<file path="src/rtl/wb_pkg.sv">
// Shared definitions for the register-file writeback arbiter: register count,
// index width, writeback source identifiers and the hardwired-zero register.
package wb_pkg;

  localparam int REG_ADDR_WIDTH = 5;
  localparam int REG_COUNT      = 2 ** REG_ADDR_WIDTH;

  typedef enum logic {
    SRC_ALU = 1'b0,
    SRC_LSU = 1'b1
  } src_id_t;

  localparam logic [REG_ADDR_WIDTH-1:0] X0_ADDR = '0;

endpackage

</file>
<file path="src/rtl/wb_scoreboard.sv">
// Busy bitmap for pending register writes, with RAW/WAW hazard lookups.
// Define WBARB_WB_BYPASS_EN to let a writeback firing this cycle release its register early.
module wb_scoreboard
  import wb_pkg::*;
#(
  parameter int AW = REG_ADDR_WIDTH
) (
  input  logic                 clk,
  input  logic                 rst,
  input  logic                 issue_valid,
  input  logic [AW-1:0]        issue_rd,
  input  logic                 wb_fire,
  input  logic [AW-1:0]        wb_rd,
  input  logic [AW-1:0]        rs1_addr,
  input  logic [AW-1:0]        rs2_addr,
  output logic                 issue_ready,
  output logic                 rs1_busy,
  output logic                 rs2_busy,
  output logic                 wb_unclaimed,
  output logic [(2**AW)-1:0]   busy_map
);

  localparam int N = 2 ** AW;

  logic [N-1:0] busy_q;
  logic [N-1:0] clr_mask;
  logic [N-1:0] set_mask;
  logic [N-1:0] release_mask;
  logic [N-1:0] eff_busy;
  logic         issue_fire;

  always_comb begin
    clr_mask     = '0;
    set_mask     = '0;
    release_mask = '0;
    if (wb_fire && (wb_rd != AW'(X0_ADDR))) clr_mask[wb_rd] = 1'b1;
`ifdef WBARB_WB_BYPASS_EN
    release_mask = clr_mask;
`endif
    // Hazard view: registered bitmap, minus any same-cycle release when bypassing.
    eff_busy     = busy_q & ~release_mask;
    issue_ready  = (issue_rd == AW'(X0_ADDR)) || !eff_busy[issue_rd];
    issue_fire   = issue_valid && issue_ready;
    if (issue_fire && (issue_rd != AW'(X0_ADDR))) set_mask[issue_rd] = 1'b1;
    rs1_busy     = (rs1_addr != AW'(X0_ADDR)) && eff_busy[rs1_addr];
    rs2_busy     = (rs2_addr != AW'(X0_ADDR)) && eff_busy[rs2_addr];
    wb_unclaimed = wb_fire && (wb_rd != AW'(X0_ADDR)) && !busy_q[wb_rd];
  end

  // A set and clear of the same index in one edge leaves the bit set.
  always_ff @(posedge clk or posedge rst) begin
    if (rst) busy_q <= '0;
    else     busy_q <= (busy_q & ~clr_mask) | set_mask;
  end

  assign busy_map = busy_q;

endmodule

</file>
<file path="src/rtl/regfile_wb_arbiter.sv">
// Round-robin arbiter sharing the register-file write port between ALU and LSU
// writeback, with a registered write port and a busy scoreboard (bypass: WBARB_WB_BYPASS_EN).
module regfile_wb_arbiter
  import wb_pkg::*;
#(
  parameter int DATA_WIDTH     = 32,
  parameter int REG_ADDR_WIDTH = 5
) (
  input  logic                          WBARB_CLOCK_50,
  input  logic                          WBARB_RESET_InHigh,
  input  logic                          ISSUE_Valid,
  input  logic [REG_ADDR_WIDTH-1:0]     ISSUE_Rd,
  output logic                          ISSUE_Ready,
  input  logic [REG_ADDR_WIDTH-1:0]     RS1_Addr,
  input  logic [REG_ADDR_WIDTH-1:0]     RS2_Addr,
  output logic                          RS1_Busy,
  output logic                          RS2_Busy,
  input  logic                          SRC0_Valid,
  input  logic [REG_ADDR_WIDTH-1:0]     SRC0_Rd,
  input  logic [DATA_WIDTH-1:0]         SRC0_Data,
  output logic                          SRC0_Ready,
  input  logic                          SRC1_Valid,
  input  logic [REG_ADDR_WIDTH-1:0]     SRC1_Rd,
  input  logic [DATA_WIDTH-1:0]         SRC1_Data,
  output logic                          SRC1_Ready,
  output logic                          WP_En,
  output logic [REG_ADDR_WIDTH-1:0]     WP_Sel,
  output logic [DATA_WIDTH-1:0]         WP_Data,
  output logic [(2**REG_ADDR_WIDTH)-1:0] BUSY_Map,
  output logic                          WB_Err
);

  // Handshake: a transfer fires when Valid and Ready are both high at a rising
  // edge; Ready is combinational from Valids and the pointer, and a source
  // holds Rd/Data stable until it fires.
  src_id_t                     ptr_q;
  logic                        fire0;
  logic                        fire1;
  logic                        wb_fire;
  logic [REG_ADDR_WIDTH-1:0]   wb_rd;
  logic [DATA_WIDTH-1:0]       wb_data;
  logic                        wb_write;
  logic                        wb_unclaimed;

  always_comb begin
    SRC0_Ready = SRC0_Valid && (!SRC1_Valid || (ptr_q == SRC_ALU));
    SRC1_Ready = SRC1_Valid && (!SRC0_Valid || (ptr_q == SRC_LSU));
    fire0      = SRC0_Valid && SRC0_Ready;
    fire1      = SRC1_Valid && SRC1_Ready;
    wb_fire    = fire0 || fire1;
    wb_rd      = fire1 ? SRC1_Rd   : SRC0_Rd;
    wb_data    = fire1 ? SRC1_Data : SRC0_Data;
    wb_write   = wb_fire && (wb_rd != REG_ADDR_WIDTH'(X0_ADDR));
  end

  // The preferred source only rotates when both sources compete.
  always_ff @(posedge WBARB_CLOCK_50 or posedge WBARB_RESET_InHigh) begin
    if (WBARB_RESET_InHigh)           ptr_q <= SRC_ALU;
    else if (SRC0_Valid && SRC1_Valid) ptr_q <= (ptr_q == SRC_ALU) ? SRC_LSU : SRC_ALU;
  end

  always_ff @(posedge WBARB_CLOCK_50 or posedge WBARB_RESET_InHigh) begin
    if (WBARB_RESET_InHigh) begin
      WP_En   <= 1'b0;
      WP_Sel  <= '0;
      WP_Data <= '0;
      WB_Err  <= 1'b0;
    end else begin
      WP_En <= wb_write;
      if (wb_write) begin
        WP_Sel  <= wb_rd;
        WP_Data <= wb_data;
      end
      if (wb_unclaimed) WB_Err <= 1'b1;
    end
  end

  wb_scoreboard #(.AW(REG_ADDR_WIDTH)) u_scoreboard (
    .clk          (WBARB_CLOCK_50),
    .rst          (WBARB_RESET_InHigh),
    .issue_valid  (ISSUE_Valid),
    .issue_rd     (ISSUE_Rd),
    .wb_fire      (wb_fire),
    .wb_rd        (wb_rd),
    .rs1_addr     (RS1_Addr),
    .rs2_addr     (RS2_Addr),
    .issue_ready  (ISSUE_Ready),
    .rs1_busy     (RS1_Busy),
    .rs2_busy     (RS2_Busy),
    .wb_unclaimed (wb_unclaimed),
    .busy_map     (BUSY_Map)
  );

endmodule

</file>
<file path="config.mk">
export PLATFORM = sky130hd
export DESIGN_NAME = regfile_wb_arbiter
export DESIGN_NICKNAME = d
export VERILOG_FILES = /design/src/rtl/wb_pkg.sv /design/src/rtl/wb_scoreboard.sv /design/src/rtl/regfile_wb_arbiter.sv
export SDC_FILE = /design/constraint.sdc
export NUM_CORES = 1
export LEC_CHECK = 0
export ABC_AREA = 1
export BUFFER_PORTS_ARGS = -buffer_cell sky130_fd_sc_hd__buf_4
export CAP_MARGIN = 40
export CORE_UTILIZATION = 35
export CTS_CLUSTER_DIAMETER = 150
export DETAILED_ROUTE_END_ITERATION = 12
export PLACE_DENSITY_LB_ADDON = 0.3
export SYNTH_ARGS = -nofsm -noshare
export SYNTH_HDL_FRONTEND = slang
export SYNTH_SLANG_ARGS = --single-unit
</file>
<file path="constraint.sdc">
create_clock -name WBARB_CLOCK_50 -period 2.5 [get_ports WBARB_CLOCK_50]
set_input_delay 0.125 -clock WBARB_CLOCK_50 [delete_from_list [all_inputs] [get_ports WBARB_CLOCK_50]]
set_output_delay 0.125 -clock WBARB_CLOCK_50 [all_outputs]
set_load 0.01 [all_outputs]
</file>
==> flow_summary_export.csv, run 1 <==
group,metric,value,unit
grt,antenna_found_initial,0,
timing,skew,9.67,ps
power_and_ir_drop,total_leakage_power,3.32,nW
timing,maxSlewHeadroom,68.7,%
power_and_ir_drop,finalPower,4.77,mW
logic_synthesis,synth_top_cell_by_area,"dfrtp_1",
die,dieArea,14300,µm²
timing,min_period,2020,ps
route,post-route-drc-count,0,
timing,rsz0062_at_grt,"no",
job,drv_cap,0,
logic_synthesis,synth.net_count,826,
route,drt-total-wl,16200,µm
route,viasPerCell,5.04,
route,drt_first_pass_iters,7,
clock_tree,clock_path_buffers,2,
power_and_ir_drop,cellPowerDensity,726,nW/µm²
logic_synthesis,synth_compound_area_share,19.9,%
grt,grt_pass1_wl,25900,µm
timing,fin_tns_setup,0,ps
logic_synthesis,synthXorXnorAreaFrac,0,%
worst_setup_path,cp.arrival,2280,ps
timing,maxSlewViolCount,0,
status,status,"complete, no violations",
clock_tree,post_cts.resized_instances,0,
logic_synthesis,synth_seq_cells,72,
logic_synthesis,synth-simple-area-share,33.9,%
clock_tree,cts_setup_buffers,0,
timing,post-route-period-util,80.9,%
grt,grt_overflow,0,
finish,instances_no_fill,1076,
worst_setup_path,endpoint_kind,"register",
finish,mostFrequentLayoutCells,"nand2_1 (263), buf_4 (180), o21ai_0 (89)",
finish,layout_commonest_cell,"nand2_1",
timing,finalHoldViolCount,0,
placed_design,dp_hpwl,12100,µm
clock_tree,clkLatencyLatePin,350,ps
logic_synthesis,ys_seq_area_share,37.3,%
finish,drive_above_1_share,26.6,%
power_and_ir_drop,ir_drop,0.000283,V
clock_tree,cts_buffers,9,
placed_design,io_buffers,169,
die,die_y,119,µm
placed_design,numPlacedInstances,1059,
worst_hold_path,hold_depth,2,
logic_synthesis,synth_top_area_share,37.3,%
timing,tightest_slew,468,ps
logic_synthesis,synth.distinct_cells,27,
logic_synthesis,synthTopCellsByArea,"dfrtp_1 (37%), nand2_1 (20%), o21ai_0 (9.2%), nor2_1 (6.4%), inv_1 (4.9%)",
route,num_vias,5421,
die,die_width,119,µm
die,start_util,36.2,%
timing,clock.fmax,495,MHz
grt,grt_pass1_vias,5071,
route,wl_per_cell,15.1,µm
placed_design,gp_congestion,0.917,
worst_setup_path,cp-start-kind,"register",
logic_synthesis,syn_inst,732,
route,ant_nets,0,
worst_setup_path,ff2ff_path_depth,10,
worst_hold_path,hold_class,"in2reg",
finish,synthToLayoutAreaGrowth,36.2,%
clock_tree,tritoncts,"yes",
die,core-area,13300,µm²
route,drtIter0Drc,515,
logic_synthesis,synth_mux_area_share,0,%
clock_tree,path_clk_slew,70,ps
logic_synthesis,postSynthAreaPerCell,6.60,µm²
finish,diodes,0,
clock_tree,htreeDepth,3,
worst_setup_path,r2r_slack,480,ps
worst_setup_path,required,2750,ps
finish,final_nets,989,
logic_synthesis,synth_top_family_by_area,"simple AND/OR/NAND/NOR gates",
worst_setup_path,path_class,"reg2reg",
clock_tree,clock-sinks,72,
worst_setup_path,cp_max_fo,52,
clock_tree,cts_root_buffer,"clkbuf_16",
die,ios,170,
logic_synthesis,yosys_warnings,0,
grt,grtUsageTotal,23.2,%
grt,grt_max_degree,53,
timing,setup_viol,0,
finish,num-fill-cells,1385,
logic_synthesis,synth_adder_area_share,0,%
die,num_rows,42,
logic_synthesis,syn_area,4830,µm²
## synth_stat cells
cell / instances
o21ai_1: 2
o21ai_0: 89
nor4_1: 1
nand2_1: 263
nand3_1: 33
a31oi_1: 14
nor2_1: 82
nor3_1: 8
dfrtp_1: 72
nor2_4: 2
o21ai_2: 1
buf_4: 6
a31oi_2: 18
a22oi_1: 2
nand3b_1: 1
buf_6: 3
nor2_2: 3
clkbuf_1: 15
nand3_2: 1
a21oi_1: 23
inv_2: 5
nand2_2: 8
nand2_4: 2
buf_2: 7
o211ai_1: 7
inv_1: 63
clkinv_1: 1
## worst max-delay path, cell delays in order, from the launching register on
cell	delay (ps)
dfrtp_1	420
nand2_2	120
nand2_4	80
nand2_1	80
nand2_2	110
nand3_2	150
nor2_4	50
nor2_4	350
buf_12	310
nor2_1	70
a31oi_1	180
## through the flow
step           utilization (%)  setup WS (ps)  cell area (µm²)  hold slack (ps)
3_3_place_gp              46.8            530             6250              348
6_report                  49.3            478             6580             13.2
2_1_floorplan                -            550             4830              221
5_1_grt                   49.3            268             6580             24.4
4_1_cts                   49.3            450             6580             10.8
3_5_place_dp              47.0            448             6270              206
## logic make-up after synthesis
| family | Yosys count |
|---|---|
| buffers and inverters | 100 |
| AO/OA/AOI/OAI | 156 |
| AND/OR/NAND/NOR | 404 |
| flip-flops | 72 |
## metal layers
| metal | vias to the layer above | GRT usage [%] | share of wire, % | wire length (µm) |
|---|---|---|---|---|
| li1 | 2684 | - | - | - |
| met1 | 2453 | 30.2 | 42 | 6840 |
| met2 | 251 | 36.8 | 46 | 7490 |
| met3 | 33 | 5.99 | 9.1 | 1470 |
| met4 | 0 | 8.67 | 2.4 | 394 |
| met5 | - | 0 | 0 | 0 |
## path summary, 6_finish.rpt
path,from,endpoint
setup / recovery,ptr_q$_DFFE_PP0P_,WP_Data[7]$_DFFE_PP0P_
hold / removal,SRC0_Valid,ptr_q$_DFFE_PP0P_
setup reg to reg,ptr_q$_DFFE_PP0P_,WP_Data[7]$_DFFE_PP0P_
hold reg to reg,WB_Err$_DFFE_PP0P_,WB_Err$_DFFE_PP0P_
max in group asynchronous,WBARB_RESET_InHigh,WP_Data[25]$_DFFE_PP0P_
min in group asynchronous,WBARB_RESET_InHigh,WP_Data[2]$_DFFE_PP0P_
## layout make-up
| cell class | count | area [µm²] | area share [%] |
|---|---|---|---|
| Clock buffer | 9 | 225 | 3.42 |
| Clock inverter | 7 | 71.3 | 1.08 |
| Inverter | 69 | 259 | 3.94 |
| Multi-Input combinational cell | 560 | 2600 | 39.5 |
| Sequential cell | 72 | 1800 | 27.4 |
| Tap cell | 176 | 220 | 3.35 |
| Timing Repair Buffer | 183 | 1400 | 21.3 |
## report_power, final
| part | switching (mW) | total, mW | internal [mW] |
|---|---|---|---|
| clock | 0.541 | 1.32 | 0.774 |
| combinational | 0.954 | 1.71 | 0.753 |
| sequential | 0.336 | 1.75 | 1.42 |
## what timing repair did
| item | 4_1_cts | 5_1_grt |
|---|---|---|
| endpoints found under the setup margin | 0 | 0 |
| hold buffers | 1 | 0 |
| hold endpoints to repair | 47 | 0 |
## state kept, by name (all words and copies together), names as in the netlist
name	flops
ptr_q	1
WP_Sel	5
WB_Err	1
WP_En	1
WP_Data	32
u_scoreboard.busy_map	32
Note: power is estimated with default switching activity, not from simulation.
==> run 2: changes to the inputs <==
--- a/config.mk
+++ b/config.mk
@@ -5,7 +5,7 @@
 export SDC_FILE = /design/constraint.sdc
 export NUM_CORES = 1
 export LEC_CHECK = 0
-export ABC_AREA = 1
+export ABC_AREA = 0
 export BUFFER_PORTS_ARGS = -buffer_cell sky130_fd_sc_hd__buf_4
 export CAP_MARGIN = 40
 export CORE_UTILIZATION = 35
==> constraint.sdc (replaced) <==
create_clock -name WBARB_CLOCK_50 -period 2.1 [get_ports WBARB_CLOCK_50]
set_input_delay 0.105 -clock WBARB_CLOCK_50 [delete_from_list [all_inputs] [get_ports WBARB_CLOCK_50]]
set_output_delay 0.105 -clock WBARB_CLOCK_50 [all_outputs]
set_load 0.01 [all_outputs]
==> flow_summary_export.csv, run 2 <==
group,metric,value,unit
status,status,"complete, but fails checks",
status,violations,"negative setup slack",
finish,diodes,0,
finish,instances_no_fill,883,
timing,skew,5.79,ps
timing,clock.fmax,428,MHz
placed_design,dp_hpwl,11600,µm
power_and_ir_drop,power_switching,2.71,mW
clock_tree,cts_buffers,9,
power_and_ir_drop,swShare,36.4,%
grt,antenna_found_initial,0,
logic_synthesis,syn_area,4620,µm²
worst_setup_path,cp_max_fo,3,
worst_setup_path,cp.arrival,2230,ps
die,dieArea,13700,µm²
die,ios,170,
logic_synthesis,synth_edf_count,0,
finish,final_util,55.2,%
die,die_width,117,µm
finish,regArea,1800,µm²
route,post-route-drc-count,0,
placed_design,io_buffers,169,
grt,grt_overflow,0,
die,start_util,36.2,%
worst_setup_path,ff2ff_path_depth,7,
timing,maxSlewHeadroom,61.5,%
timing,tightest_slew,572,ps
worst_setup_path,required,2000,ps
logic_synthesis,synth_top_area_share,39.0,%
logic_synthesis,synth_seq_cells,72,
worst_setup_path,endpoint_kind,"output pin",
clock_tree,cts_root_buffer,"clkbuf_16",
die,num_rows,41,
logic_synthesis,postSynthAreaPerCell,9.38,µm²
power_and_ir_drop,combPwrFrac,53.7,%
finish,mostFrequentLayoutCells,"buf_4 (214), nand2_1 (82), dfrtp_1 (72)",
clock_tree,htreeDepth,3,
finish,multi_input_area,2820,µm²
grt,grtUsageTotal,24.1,%
worst_hold_path,hold_depth,3,
clock_tree,clock_path_buffers,2,
route,drt_first_pass_iters,5,
job,drv_cap,0,
power_and_ir_drop,ir_drop,0.000411,V
logic_synthesis,async_flop_share,100,%
logic_synthesis,yosysMostFrequentCell,"nand2_1",
timing,maxSlewViolCount,0,
finish,num-fill-cells,1136,
logic_synthesis,synth_ff_type,"dfrtp_1",
worst_setup_path,timing.rr.start,"u_scoreboard.busy_map[14]$_DFF_PP0_",
grt,grt_max_degree,52,
worst_hold_path,hold_class,"in2reg",
power_and_ir_drop,p_seq_share,27.3,%
clock_tree,clkLatencyLatePin,330,ps
placed_design,gp_congestion,0.853,
route,num_vias,4950,
timing,setup_viol,33,
clock_tree,tritoncts,"yes",
worst_setup_path,r2r_slack,-90,ps
timing,min_period,2340,ps
finish,synthToLayoutAreaGrowth,52.4,%
logic_synthesis,synth.distinct_cells,52,
timing,finalHoldViolCount,0,
route,ant_nets,0,
logic_synthesis,synthTopCellsByArea,"dfrtp_1 (39%), mux4_2 (11%), nand2_1 (6.7%), a31oi_1 (5.0%), mux2i_1 (4.1%)",
route,drtIter0Drc,288,
worst_setup_path,cp-start-kind,"register",
placed_design,numPlacedInstances,846,
finish,final_nets,800,
route,wl_per_cell,18.6,µm
power_and_ir_drop,cellPowerDensity,1050,nW/µm²
die,core-area,12800,µm²
worst_hold_path,min_to,"WP_Data[11]$_DFFE_PP0P_",
logic_synthesis,ys_seq_area_share,39.0,%
timing,timing.final.ws_setup,-237,ps
clock_tree,path_clk_slew,60,ps
power_and_ir_drop,p_clk_share,19.0,%
logic_synthesis,netlist_top_cells_count,"nand2_1 (83), dfrtp_1 (72), a31oi_1 (37), nor2_1 (37), o21ai_1 (37)",
worst_hold_path,min_from,"SRC1_Data[11]",
route,viasPerCell,5.61,
logic_synthesis,yosys_warnings,0,
timing,rsz0062_at_grt,"yes",
logic_synthesis,synth_top_cell_by_area,"dfrtp_1",
worst_setup_path,timing.rr.end,"u_scoreboard.busy_map[6]$_DFF_PP0_",
grt,grt_pass1_vias,4721,
route,drt-total-wl,16500,µm
logic_synthesis,syn_inst,493,
finish,layout_commonest_cell,"buf_4",
power_and_ir_drop,p_int,4.72,mW
grt,grt_pass1_wl,24700,µm
clock_tree,clock-sinks,72,
logic_synthesis,synth.net_count,587,
finish,drive_above_1_share,47.1,%
timing,post-route-period-util,111,%
power_and_ir_drop,total_leakage_power,3.24,nW
worst_setup_path,path_class,"reg2out",
die,die_y,117,µm
[run 2: power groups by stage]
stage / Clock (mW) / Sequential, mW / Combinational (mW)
2_1_floorplan: 0 / 2.35 / 1.33
3_3_place_gp: 0 / 1.99 / 3.35
3_5_place_dp: 0 / 2.01 / 3.42
4_1_cts: 1.42 / 2.01 / 3.78
5_1_grt: 1.48 / 2.07 / 4.30
6_report: 1.41 / 2.03 / 3.99
[run 2: timing repair]
item	in CTS	in global routing
endpoints found under the setup margin	34	72
resized for setup	45	32
gates cloned	0	1
hold buffers	1	0
buffers inserted	17	4
pin swaps	2	8
endpoints found under the hold margin	72	0
[run 2: cell type report]
| cell class | count | area share, % |
|---|---|---|
| repair buffers | 239 | 27.1 |
| multi-input cells | 375 | 40.0 |
| flip-flops and latches | 72 | 25.6 |
| clock buffers | 13 | 3.55 |
| well taps | 172 | 3.05 |
| clock inverters | 3 | 0.249 |
| inverters | 9 | 0.479 |
[run 2: cell families (layout without fill, tap and decap cells)]
family | count (synthesis) | after routing | synth area share (%)
and+or+nand+nor | 170 | 170 | 16.9
muxes | 59 | 59 | 21.1
DFF | 72 | 72 | 39.0
xor gates and xnor gates | 1 | 1 | 0.189
buffers and inverters | 46 | 264 | 4.41
AOI/OAI and AO/OA | 145 | 145 | 18.5
[run 2: worst max-delay path, stage by stage (launching register included)]
cell and delay, ps:
dfrtp_1 400, buf_6 130, mux4_2 490, mux4_2 480, mux2_4 290, buf_6 120
[run 2: worst max path at each step]
stage,start,to,slack (ps),cells after the start
floorplan,u_scoreboard.busy_map[17]$_DFF_PP0_,u_scoreboard.busy_map[30]$_DFF_PP0_,3,7
global placement,ISSUE_Rd[0],u_scoreboard.busy_map[21]$_DFF_PP0_,-120,7
CTS,u_scoreboard.busy_map[15]$_DFF_PP0_,RS2_Busy,-220,5
detailed placement,ISSUE_Rd[0],u_scoreboard.busy_map[23]$_DFF_PP0_,-150,7
global route,u_scoreboard.busy_map[15]$_DFF_PP0_,RS2_Busy,-310,5
finish,u_scoreboard.busy_map[15]$_DFF_PP0_,RS2_Busy,-240,5
[run 2: through the flow]
| stage | instance area, µm² | power, mW | hold slack [ps] | setup slack [ps] | setup TNS, ps |
|---|---|---|---|---|---|
| global route | 7050 | 7.85 | 27.9 | -311 | -3640 |
| CTS | 6890 | 7.21 | 16.5 | -224 | -1110 |
| finish | 7050 | 7.43 | 27.4 | -237 | -2200 |
| detailed placement | 6320 | 5.43 | -35.4 | -150 | -2970 |
| global placement | 6320 | 5.34 | -37.0 | -121 | -2710 |
| floorplan | 4630 | 3.68 | 253 | 3.50 | 0 |
[run 2: routing by layer]
layer,up-vias,wire [µm],GRT usage [%]
met1,2380,6710,29.9
met4,0,362,9.28
li1,2258,-,-
met5,-,0,0
met3,33,1580,6.95
met2,279,7800,39.7
